File: config.mk
export PLATFORM = sky130hd
export DESIGN_NAME = demux3_buf
export DESIGN_NICKNAME = d
export VERILOG_FILES = /design/src/rtl/demux3_buf_pkg.sv /design/src/rtl/demux_slot.sv /design/src/rtl/demux3_buf.sv
export SDC_FILE = /design/constraint.sdc
export NUM_CORES = 1
export LEC_CHECK = 0
export CAP_MARGIN = 0
export CORE_UTILIZATION = 41
export CTS_CLUSTER_SIZE = 30
export DETAILED_ROUTE_END_ITERATION = 12
export PLACE_DENSITY = 0.86
export REMOVE_ABC_BUFFERS = 1
export SLEW_MARGIN = 20
export SYNTH_ARGS = -nofsm -noshare
export SYNTH_HDL_FRONTEND = slang
export SYNTH_SLANG_ARGS = --single-unit
File: constraint.sdc
create_clock -name clk -period 1.6 [get_ports clk]
set_input_delay 0.48 -clock clk [delete_from_list [all_inputs] [get_ports clk]]
set_output_delay 0.48 -clock clk [all_outputs]
set_load 0.005 [all_outputs]
File: src/rtl/demux3_buf_pkg.sv
// demux3_buf_pkg: selector codes, channel count and slot state shared by the demux
package demux3_buf_pkg;
   localparam logic [2:0] SEL_CH0 = 3'b000;
   localparam logic [2:0] SEL_CH1 = 3'b001;
   localparam logic [2:0] SEL_CH2 = 3'b010;
   localparam int NUM_CH = 3;
   typedef enum logic {EMPTY, FULL} slot_state_t;
endpackage

File: src/rtl/demux_slot.sv
// demux_slot: one-entry valid/ready buffer that can drain and reload in the same cycle
module demux_slot
   import demux3_buf_pkg::*;
#(
   parameter int DATA_WIDTH = 32
) (
   input  logic                  clk,
   input  logic                  reset,
   input  logic                  load,
   input  logic                  ready,
   input  logic [DATA_WIDTH-1:0] din,
   output logic                  valid,
   output logic [DATA_WIDTH-1:0] data,
   output logic                  can_accept
);
   slot_state_t state, state_n;
   always_ff @(posedge clk) begin
      if (reset) begin
         state <= EMPTY;
         data  <= '0;
      end else begin
         state <= state_n;
         if (load) data <= din;
      end
   end
   always_comb begin
      state_n    = load ? FULL : (state == FULL && ready) ? EMPTY : state;
      valid      = state == FULL;
      can_accept = state == EMPTY || ready;
   end
endmodule

File: src/rtl/demux3_buf.sv
// demux3_buf: registered 1-to-3 valid/ready demultiplexer with a one-entry buffer per channel
module demux3_buf
   import demux3_buf_pkg::*;
#(
   parameter int DATA_WIDTH = 32,
   parameter int SEL_WIDTH  = 3
) (
   input  logic                  clk,
   input  logic                  reset,
   input  logic                  in_valid,
   output logic                  in_ready,
   input  logic [SEL_WIDTH-1:0]  selector,
   input  logic [DATA_WIDTH-1:0] data_in,
   output logic                  out_valid_0,
   output logic                  out_valid_1,
   output logic                  out_valid_2,
   input  logic                  out_ready_0,
   input  logic                  out_ready_1,
   input  logic                  out_ready_2,
   output logic [DATA_WIDTH-1:0] data_out_0,
   output logic [DATA_WIDTH-1:0] data_out_1,
   output logic [DATA_WIDTH-1:0] data_out_2,
   output logic                  sel_err
);
   logic [NUM_CH-1:0] tgt, ld, vld, can, rdy;
   logic [DATA_WIDTH-1:0] dout [NUM_CH];
   logic bad, acc;
   assign rdy    = {out_ready_2, out_ready_1, out_ready_0};
   assign tgt[1] = selector == SEL_WIDTH'(SEL_CH1);
   assign tgt[2] = selector == SEL_WIDTH'(SEL_CH2);
   // every unrecognised code falls back to channel 0
   assign tgt[0] = ~(tgt[1] | tgt[2]);
   assign bad    = tgt[0] && selector != SEL_WIDTH'(SEL_CH0);
   assign in_ready = |(tgt & can);
   assign acc    = in_valid && in_ready;
   assign ld     = acc ? tgt : '0;
   for (genvar i = 0; i < NUM_CH; i++) begin : g_slot
      demux_slot #(.DATA_WIDTH(DATA_WIDTH)) u_slot (
         .clk        (clk),
         .reset      (reset),
         .load       (ld[i]),
         .ready      (rdy[i]),
         .din        (data_in),
         .valid      (vld[i]),
         .data       (dout[i]),
         .can_accept (can[i])
      );
   end
   assign {out_valid_2, out_valid_1, out_valid_0} = vld;
   assign data_out_0 = dout[0];
   assign data_out_1 = dout[1];
   assign data_out_2 = dout[2];
   always_ff @(posedge clk) begin
      if (reset) sel_err <= 1'b0;
      else sel_err <= acc && bad;
   end
endmodule
==> run metrics, run 1 <==
most frequently used cell type in the post-synthesis netlist=dfxtp_1; number of stages on the worst hold path=2; total placed instance area=5640 sq um; hold-fix buffer count after cts=0; number of clock buffers inserted by TritonCTS=9; total met3 wirelength after detailed routing=614 um; violation count after the first detailed-routing iteration=61; type of the worst setup path=input port to output port; post-synthesis sequential area ratio=49.7%; number of hold-slack violations in the final timing report=0; full die area=10200 sq um; buffers from clock root to sink, at most=2; M1 wire length=4.23 mm; violated checks=negative setup slack; unrepaired setup endpoints after global routing=true; wire length of the first global-routing pass=15.5 mm; WL met2=4.89 mm; pin count of the biggest net entering global routing=68; net switching power=0.00121 W; worst slew pin tran=0.286 ns; result of the run=finished with violations; routability congestion estimate=0.771; Vias/cell=4.67; Worst Min Path Start=g_slot[1].u_slot.data[6]$_SDFFE_PP0P_; static power due to leakage=3.04 nW; required time of the critical path=1.12 ns; number of flip-flops and latches in the synthesized netlist=100; post-detailed-route wirelength per cell=14.7 um; worst setup slack before clock tree synthesis=-0.868 ns; total number of vias=3106; fraction of final layout cells sized beyond drive strength 1=22.8%; floorplan die width=101 um; Internal=0.00377 W; hold path endpoint=g_slot[1].u_slot.data[6]$_SDFFE_PP0P_; final number of max-transition violations=0; First-pass DRT Iterations=4; most frequent cells after synthesis=dfxtp_1 (100), nand2b_1 (99), mux2i_1 (96); FF-to-FF path depth=8; destination of the worst register-to-register timing path=g_slot[1].u_slot.data[17]$_SDFFE_PP0P_; initial antenna violation count=0; share of total power in the clock network=32.9%; Seq pwr share=52.9%; critical path startpoint category=input port; r2r setup slk=0.02 ns; area leader, netlist=dfxtp_1; post-route antenna net violation count=0; Worst Setup Slack, final=-0.0658 ns; fill cell instance count of the final layout=771; final instance area=6050 sq um; Top FF cell, synth=dfxtp_1; Overall Global Routing Usage=19.2%; power per unit of standard cell area=823 nW/um^2; clock latency on the worst-skew pair=0.34 ns; Diodes inserted=0; Floorplan Core Area=9370 sq um; worst supply voltage drop on vdd=0.521 mV; mean post-synth cell area=10.9 sq um; Crit path arrival time=1.19 ns; Cell variety after synth=19; CTS H-tree lvls=3; summed instance area of the synthesized netlist=4030 sq um; chip height=101 um; crit end category=output port; Overflow after GRT=0; fraction of post-synthesis cell area in the top cell type by area=49.7%; clock tree root driver cell=clkbuf_8; clk sink count=100; clock skew after layout=0.0132 ns; placement row count=35; post-synthesis async set-or-reset flop share=0%; synthesized instance count=370; via count of the first global-routing pass=3181; RR Startpoint=g_slot[2].u_slot.valid$_SDFFE_PP0P_; TritonCTS clock tree=done; maximum frequency from static timing analysis=0.600 GHz; Combinational Power Share=14.2%; max layer used=met4; maximum net fanout on the critical path=2; final setup violation count=1; Final HPWL DP=6.55 mm; final worst path period need=1.67 ns; final layout net count=572; dominant cells by area after synthesis=dfxtp_1 (50%), mux2i_1 (24%), nand2b_1 (15%); effective utilization at floorplan=43.0%; clk slew on worst S/H paths=0.10 ns; part of the cycle the worst path needs=104%; count of max-cap constraint violations=0; num ports=142; share of total power consumed by net switching=24.3%; DRC violations left=0; total wire length after detailed routing=9.80 mm; count of yosys warnings during synthesis=0; hold crit path type=flip-flop to flip-flop; count of flip-flops with a built-in enable after synthesis=0; PortBufs=141; Synth-to-Final Area Change=50.4%; slew margin rel.=80.8%
## routing by layer
layer	global-route usage, %	vias up
met5	0	-
met4	4.01	0
met3	6.73	11
met2	34.0	88
met1	22.4	1469
li1	-	1538
## area by class of cell
class | instances | area [sq um] | area share, %
sequential | 100 | 2070 | 34.2
multi-input combinational | 246 | 1910 | 31.6
timing repair buffer | 174 | 1710 | 28.2
tap | 129 | 161 | 2.67
clock buffer | 10 | 138 | 2.27
clock inverter | 6 | 62.6 | 1.03
## through the flow
stage	setup TNS (ns)	hold slack, ns	std cells	total power [W]	util [%]
after floorplan	-63.27	0.464	346	0.00295	-
after global placement	-54.55	0.457	633	0.00336	60.1
after detailed placement	-59.22	0.463	633	0.00339	60.1
after CTS	-0.0682	0.478	665	0.00501	64.4
after global routing	-0.665	0.492	665	0.00520	64.6
final	-0.0658	0.473	665	0.00498	64.6
## how the worst max path moves through the flow
stage | slack [ns] | to | cells after the start | start
floorplan | -0.77 | g_slot[0].u_slot.data[0]$_SDFFE_PP0P_ | 4 | selector[0]
global placement | -0.79 | in_ready | 5 | selector[1]
detailed placement | -0.87 | in_ready | 5 | selector[0]
CTS | -0.07 | in_ready | 6 | selector[2]
global route | -0.12 | in_ready | 6 | selector[1]
finish | -0.07 | in_ready | 6 | out_ready_1
## cells by family (layout without fill, tap and decap cells)
| logic type | after synthesis | count (layout) | share of synthesized area [%] |
|---|---|---|---|
| AND/OR/NAND/NOR | 141 | 141 | 19.8 |
| flip-flops | 100 | 100 | 49.7 |
| multiplexers | 96 | 96 | 23.9 |
| buffers and inverters | 24 | 190 | 4.51 |
| AO/OA/AOI/OAI | 8 | 8 | 1.83 |
| XOR/XNOR | 1 | 1 | 0.218 |
## critical path, cell delays in order
cell and delay, ns:
clkdlybuf4s15_1 0.18, nand2b_4 0.15, nand2_2 0.08, buf_6 0.10, nand3_4 0.07, buf_6 0.12
## what timing repair did
item	in CTS	in global routing
cloned	3	1
setup endpoints to repair	199	33
gates resized for setup	196	4
endpoints found under the hold margin	0	0
buffers inserted	15	0
pin swaps	4	3
## power groups by stage
stage	Clock (W)	Combinational [W]	Sequential (W)
6_report	0.00164	0.000709	0.00263
5_1_grt	0.00179	0.000766	0.00264
4_1_cts	0.00168	0.000694	0.00263
3_5_place_dp	0	0.000703	0.00268
3_3_place_gp	0	0.000686	0.00268
2_1_floorplan	0	0.000267	0.00269
## state kept, by name, indices dropped and copies added (netlist names)
name and cells:
g_slot.u_slot.data 96, g_slot.u_slot.valid 3, sel_err 1
## layout by cell type, fill, tap and decap left out, drive strengths merged
cell type      instances
nor3b                  2
clkdlybuf4s15          1
clkdlybuf4s50         33
buf                   37
dfxtp                100
clkinv                 4
xnor2                  1
mux2i                 96
nor2                  34
a21boi                 1
bufinv                 1
o211ai                 1
a31oi                  1
and3                   1
a31o                   1
o21ai                  1
nand2                  4
dlygate4sd2          102
a21oi                  3
inv                    1
nand2b                99
nand3                  1
clkbuf                11
No activity file was read; power rests on OpenSTA's default activity.
==> run 2, diff against run 1 <==
- RECOVER_POWER: default -> 50
==> run 2 against run 1 <==
Effect of this change:
- the run still ends with negative setup slack left
- via count is essentially flat
- die area stayed put
- design area fell by 1.1%
- critical endpoint unchanged
- largest cell class unchanged
==> run metrics, run 2 (synthesis results as in run 1) <==
violation count after the first detailed-routing iteration=62 (+1.6%); final worst path period need=1.66 ns (-0.00101 ns); post-detailed-route wirelength per cell=14.7 um (about the same); CTS H-tree lvls=3 (unchanged); most frequent cells in the layout=dlygate4sd2_1 (102), dfxtp_1 (99), mux2i_1 (96), nand2b_1 (96), nor2_1 (34); total number of vias=3105 (-0.032%); FF-to-FF path depth=8 (unchanged); clock latency on the worst-skew pair=0.34 ns (about the same); full die area=10200 sq um (unchanged); clk slew on worst S/H paths=0.10 ns (about the same); clock skew after layout=0.0134 ns (+0.000269 ns); clk sink count=100 (unchanged); final setup violation count=51 (+50); number of hold-slack violations in the final timing report=0 (unchanged); First-pass DRT Iterations=4 (unchanged); slew margin rel.=80.8% (about the same); via count of the first global-routing pass=3181 (unchanged); initial antenna violation count=0 (unchanged); type of the worst setup path=input port to output port; static power due to leakage=3.01 nW (-0.79%); DRC violations left=0 (unchanged); worst slew pin tran=0.286 ns (-0.00000155 ns); num ports=142 (unchanged); Crit path arrival time=1.18 ns (about the same); RR Startpoint=g_slot[2].u_slot.valid$_SDFFE_PP0P_; count of max-cap constraint violations=0 (unchanged); routability congestion estimate=0.771 (unchanged); most common cell after layout, fill and taps aside=dlygate4sd2_1; part of the cycle the worst path needs=104% (about the same); floorplan die width=101 um (unchanged); crit end category=output port; pin count of the biggest net entering global routing=68 (unchanged); buffers from clock root to sink, at most=2 (unchanged); wire length of the first global-routing pass=15.5 mm (unchanged); Floorplan Core Area=9370 sq um (unchanged); Overflow after GRT=0 (unchanged); final-layout worst hold slack=0.473 ns (-0.00000700 ns); Top reg by flops=g_slot.u_slot.data; number of clock buffers inserted by TritonCTS=9 (unchanged); effective utilization at floorplan=43.0% (unchanged); clock tree root driver cell=clkbuf_8; number of stages on the worst hold path=2 (unchanged); unrepaired setup endpoints after global routing=true; r2r setup slk=0.03 ns (about the same); power per unit of standard cell area=830 nW/um^2 (+0.91%); result of the run=finished with violations; Diodes inserted=0 (unchanged); critical path startpoint category=input port; number of placed instances, taps included=633 (unchanged); worst supply voltage drop on vdd=0.523 mV (+0.49%); fraction of final layout cells sized beyond drive strength 1=12.5% (-10 points); post-route antenna net violation count=0 (unchanged); Worst Setup Slack, final=-0.0648 ns (+0.00101 ns); final layout net count=572 (unchanged); Vias/cell=4.67 (about the same); placement row count=35 (unchanged); Synth-to-Final Area Change=48.7%; maximum net fanout on the critical path=2 (unchanged); chip height=101 um (unchanged); maximum frequency from static timing analysis=0.601 GHz (about the same); destination of the worst register-to-register timing path=g_slot[1].u_slot.data[17]$_SDFFE_PP0P_; total placed instance area=5640 sq um (unchanged); hold path endpoint=g_slot[1].u_slot.data[6]$_SDFFE_PP0P_; TritonCTS clock tree=done; Final HPWL DP=6.55 mm (unchanged); worst setup slack before clock tree synthesis=-0.868 ns (unchanged); hold crit path type=flip-flop to flip-flop; final instance area=5980 sq um (-1.1%); final std cells w/o fill=665 (unchanged); violated checks=negative setup slack; number of flip-flops under the largest register name=96 (unchanged); final number of max-transition violations=0 (unchanged); Overall Global Routing Usage=19.2% (unchanged); Worst Min Path Start=g_slot[1].u_slot.data[6]$_SDFFE_PP0P_; PortBufs=141 (unchanged); total wire length after detailed routing=9.80 mm (about the same); required time of the critical path=1.12 ns (about the same)
[run 2: power by group]
group          switching, W  internal [W]  leakage (nW)
logic              0.000296      0.000412          2.09
registers         0.0000434       0.00258         0.813
clock network      0.000871      0.000768         0.106
total               0.00121       0.00376          3.01
[run 2: worst max-delay path by stage]
stage / startpoint / endpoint / slack, ns / depth (start not counted)
after floorplan: selector[0] / g_slot[0].u_slot.data[0]$_SDFFE_PP0P_ / -0.77 / 4
after global placement: selector[1] / in_ready / -0.79 / 5
after detailed placement: selector[0] / in_ready / -0.87 / 5
after CTS: selector[2] / in_ready / -0.07 / 6
after global routing: selector[1] / in_ready / -0.12 / 6
final: out_ready_1 / in_ready / -0.06 / 6
[run 2: area by class of cell]
type	count	area [sq um]
Fill cell	811	3390
Sequential cell	100	2000
Multi-Input combinational cell	246	1910
Timing Repair Buffer	174	1710
Tap cell	129	161
Clock buffer	10	138
Clock inverter	6	62.6
[run 2: repair_timing]
item / CTS / global route
gates resized for setup: 196 / 4
pin swaps: 4 / 3
hold buffers: 0 / 0
endpoints found under the setup margin: 199 / 33
gates cloned: 3 / 1
buffers inserted: 15 / 0
[run 2: through the flow]
step / utilization (%) / setup TNS [ns] / power, W
2_1_floorplan: - / -63.27 / 0.00295
3_5_place_dp: 60.1 / -59.22 / 0.00339
3_3_place_gp: 60.1 / -54.55 / 0.00336
6_report: 63.9 / -1.43 / 0.00497
5_1_grt: 63.9 / -3.43 / 0.00519
4_1_cts: 64.4 / -0.0682 / 0.00501
[run 2: critical path: stages]
cell and delay [ns]:
clkdlybuf4s15_1 0.18, nand2b_4 0.15, nand2_2 0.08, buf_6 0.10, nand3_4 0.07, buf_6 0.12
[run 2: per-layer routing]
metal	part of all wire [%]	global-route usage, %	vias to the layer above
li1	-	-	1538
met1	43	22.4	1468
met4	0.73	4.01	0
met5	0	0	-
met3	6.3	6.73	11
met2	50	34.0	88
==> run 3, diff against run 2 <==
- CELL_PAD_IN_SITES_DETAIL_PLACEMENT: default -> 1
- CELL_PAD_IN_SITES_GLOBAL_PLACEMENT: default -> 1
- CORE_UTILIZATION: 41 -> 31
==> run 3 against run 2 <==
Effect of this change:
- the flow still finishes with violations (negative setup slack)
- sequential power about the same
- fmax down 4.1%
- global-route usage is 1.0 points higher
- core utilization fell by 14 points
- count of clock-buffer cells in the layout is 1 higher
- largest cell class unchanged
- largest power group unchanged
==> run metrics, run 3 (synthesis results as in run 1) <==
placement row count=41 (+17%); count of max-cap constraint violations=0 (unchanged); number of placed instances, taps included=677 (+7.0%); total wire length after detailed routing=13.0 mm (+33%); critical path startpoint category=input port; violated checks=negative setup slack; destination of the worst register-to-register timing path=g_slot[1].u_slot.data[8]$_SDFFE_PP0P_; part of the cycle the worst path needs=108% (+4.4 points); clock latency on the worst-skew pair=0.35 ns (about the same); buffers from clock root to sink, at most=2 (unchanged); total number of vias=3230 (+4.0%); crit end category=output port; num ports=142 (unchanged); RR Startpoint=g_slot[0].u_slot.valid$_SDFFE_PP0P_; full die area=13400 sq um (+32%); via count of the first global-routing pass=3598 (+13%); initial antenna violation count=0 (unchanged); final-layout worst hold slack=0.473 ns (+0.000298 ns); Overflow after GRT=0 (unchanged); Final HPWL DP=8.18 mm (+25%); Synth-to-Final Area Change=57.8%; final std cells w/o fill=708 (+6.5%); pin count of the biggest net entering global routing=77 (+13%); maximum net fanout on the critical path=4 (+2); final instance area=6350 sq um (+6.1%); Vias/cell=4.56 (-2.3%); floorplan die width=116 um (+15%); most common cell after layout, fill and taps aside=dlygate4sd2_1; maximum frequency from static timing analysis=0.576 GHz (-4.1%); chip height=116 um (+15%); unrepaired setup endpoints after global routing=true; number of stages on the worst hold path=2 (unchanged); First-pass DRT Iterations=4 (unchanged); Crit path arrival time=1.26 ns (+0.08 ns); fill cell instance count of the final layout=1389 (+71%); number of clock buffers inserted by TritonCTS=9 (unchanged); wire length of the first global-routing pass=19.9 mm (+29%); most frequent cells in the layout=dlygate4sd2_1 (103), nand2b_1 (96), mux2i_1 (92); effective utilization at floorplan=31.9% (-11 points); CTS H-tree lvls=3 (unchanged); number of hold-slack violations in the final timing report=0 (unchanged); post-route antenna net violation count=0 (unchanged); top cell family by delay on the critical path=buffers and inverters; Overall Global Routing Usage=20.3% (+1.0 points); r2r setup slk=0.02 ns (about the same); result of the run=finished with violations; hold-fix buffer count after cts=0 (unchanged); total placed instance area=5710 sq um (+1.3%); Worst Setup Slack, final=-0.136 ns (-0.0710 ns); FF-to-FF path depth=8 (unchanged); power per unit of standard cell area=953 nW/um^2 (+15%); number of flip-flops under the largest register name=96 (unchanged); setup tns final=-0.144 ns (+1.29 ns); required time of the critical path=1.12 ns (about the same); Floorplan Core Area=12600 sq um (+35%); clock skew after layout=0.00919 ns (-0.00426 ns); static power due to leakage=3.13 nW (+3.8%); post-detailed-route wirelength per cell=18.4 um (+25%); type of the worst setup path=input port to output port; maximum cell stage delay along the critical path=0.23 ns (+0.05 ns); DRC violations left=0 (unchanged); clk slew on worst S/H paths=0.06 ns (-0.04 ns); clk sink count=100 (unchanged); violation count after the first detailed-routing iteration=96 (+55%); Worst Min Path Start=g_slot[1].u_slot.data[16]$_SDFFE_PP0P_; cell breakdown of the critical path=buf_12, xnor2_4, o21ai_4, nand3_2, buf_2; TritonCTS clock tree=done; PortBufs=141 (unchanged); critical path buffer and inverter count=2 (-1); worst slew pin tran=0.269 ns (-0.0176 ns); final worst path period need=1.74 ns (+0.0710 ns); hold crit path type=flip-flop to flip-flop; clock tree root driver cell=clkbuf_16; final number of max-transition violations=0 (unchanged); Top reg by flops=g_slot.u_slot.data; worst supply voltage drop on vdd=0.405 mV (-23%); routability congestion estimate=0.705 (-8.6%); fraction of final layout cells sized beyond drive strength 1=17.2% (+4.7 points); slew margin rel.=82.0% (+1.2 points); final setup violation count=4 (-92%); Diodes inserted=0 (unchanged); hold path endpoint=g_slot[1].u_slot.data[16]$_SDFFE_PP0P_; final layout net count=572 (unchanged); standard cell with the maximum stage delay on the critical path=o21ai_4
## run 3: per-stage QoR
step | power, W | setup slack [ns] | util (%)
floorplan | 0.00295 | -0.769 | -
global placement | 0.00338 | -0.796 | 45.2
detailed placement | 0.00342 | -0.906 | 45.2
CTS | 0.00610 | -0.0319 | 50.1
global route | 0.00629 | -0.164 | 50.3
finish | 0.00605 | -0.136 | 50.3
## run 3: metal layers
layer	vias up	part of all wire, %	global-route usage [%]
met3	19	5.3	4.81
met4	0	2.8	9.49
li1	1549	-	-
met5	-	0	0
met2	97	52	37.3
met1	1565	40	21.7
## run 3: worst max-delay path by stage
stage,startpoint,endpoint,slack [ns],depth (start not counted)
6_report,selector[1],in_ready,-0.14,5
5_1_grt,selector[1],in_ready,-0.16,5
3_3_place_gp,selector[1],in_ready,-0.80,5
2_1_floorplan,selector[0],g_slot[0].u_slot.data[0]$_SDFFE_PP0P_,-0.77,4
3_5_place_dp,selector[1],in_ready,-0.91,5
4_1_cts,g_slot[0].u_slot.valid$_SDFFE_PP0P_,in_ready,-0.03,5
## run 3: repair_timing
action	in CTS	in global routing
resized for setup	171	9
buffers inserted	10	0
cloned	6	0
pin swaps	10	4
setup endpoints to repair	199	39
## run 3: worst register-to-register path, cell delays in order (launching register included)
cell and delay (ns):
dfxtp_2 0.33, buf_6 0.11, nand2b_4 0.08, o21ai_4 0.09, buf_4 0.16, a31oi_4 0.20, buf_6 0.17, buf_12 0.15
mux2i_2 0.22
## run 3: power by group
group / internal, W / total (W) / switching (W)
Combinational: 0.000466 / 0.000811 / 0.000345
Sequential: 0.00258 / 0.00263 / 0.0000475
Clock: 0.00162 / 0.00261 / 0.000992
Total: 0.00467 / 0.00605 / 0.00138
## run 3: layout make-up
cell class              count  area [sq um]  area share, %
repair buffers            174          1800           28.3
flip-flops and latches    100          2030           31.9
clock buffers              11           253           3.98
well taps                 172           215           3.39
clock inverters             5           106           1.67
multi-input cells         246          1950           30.7
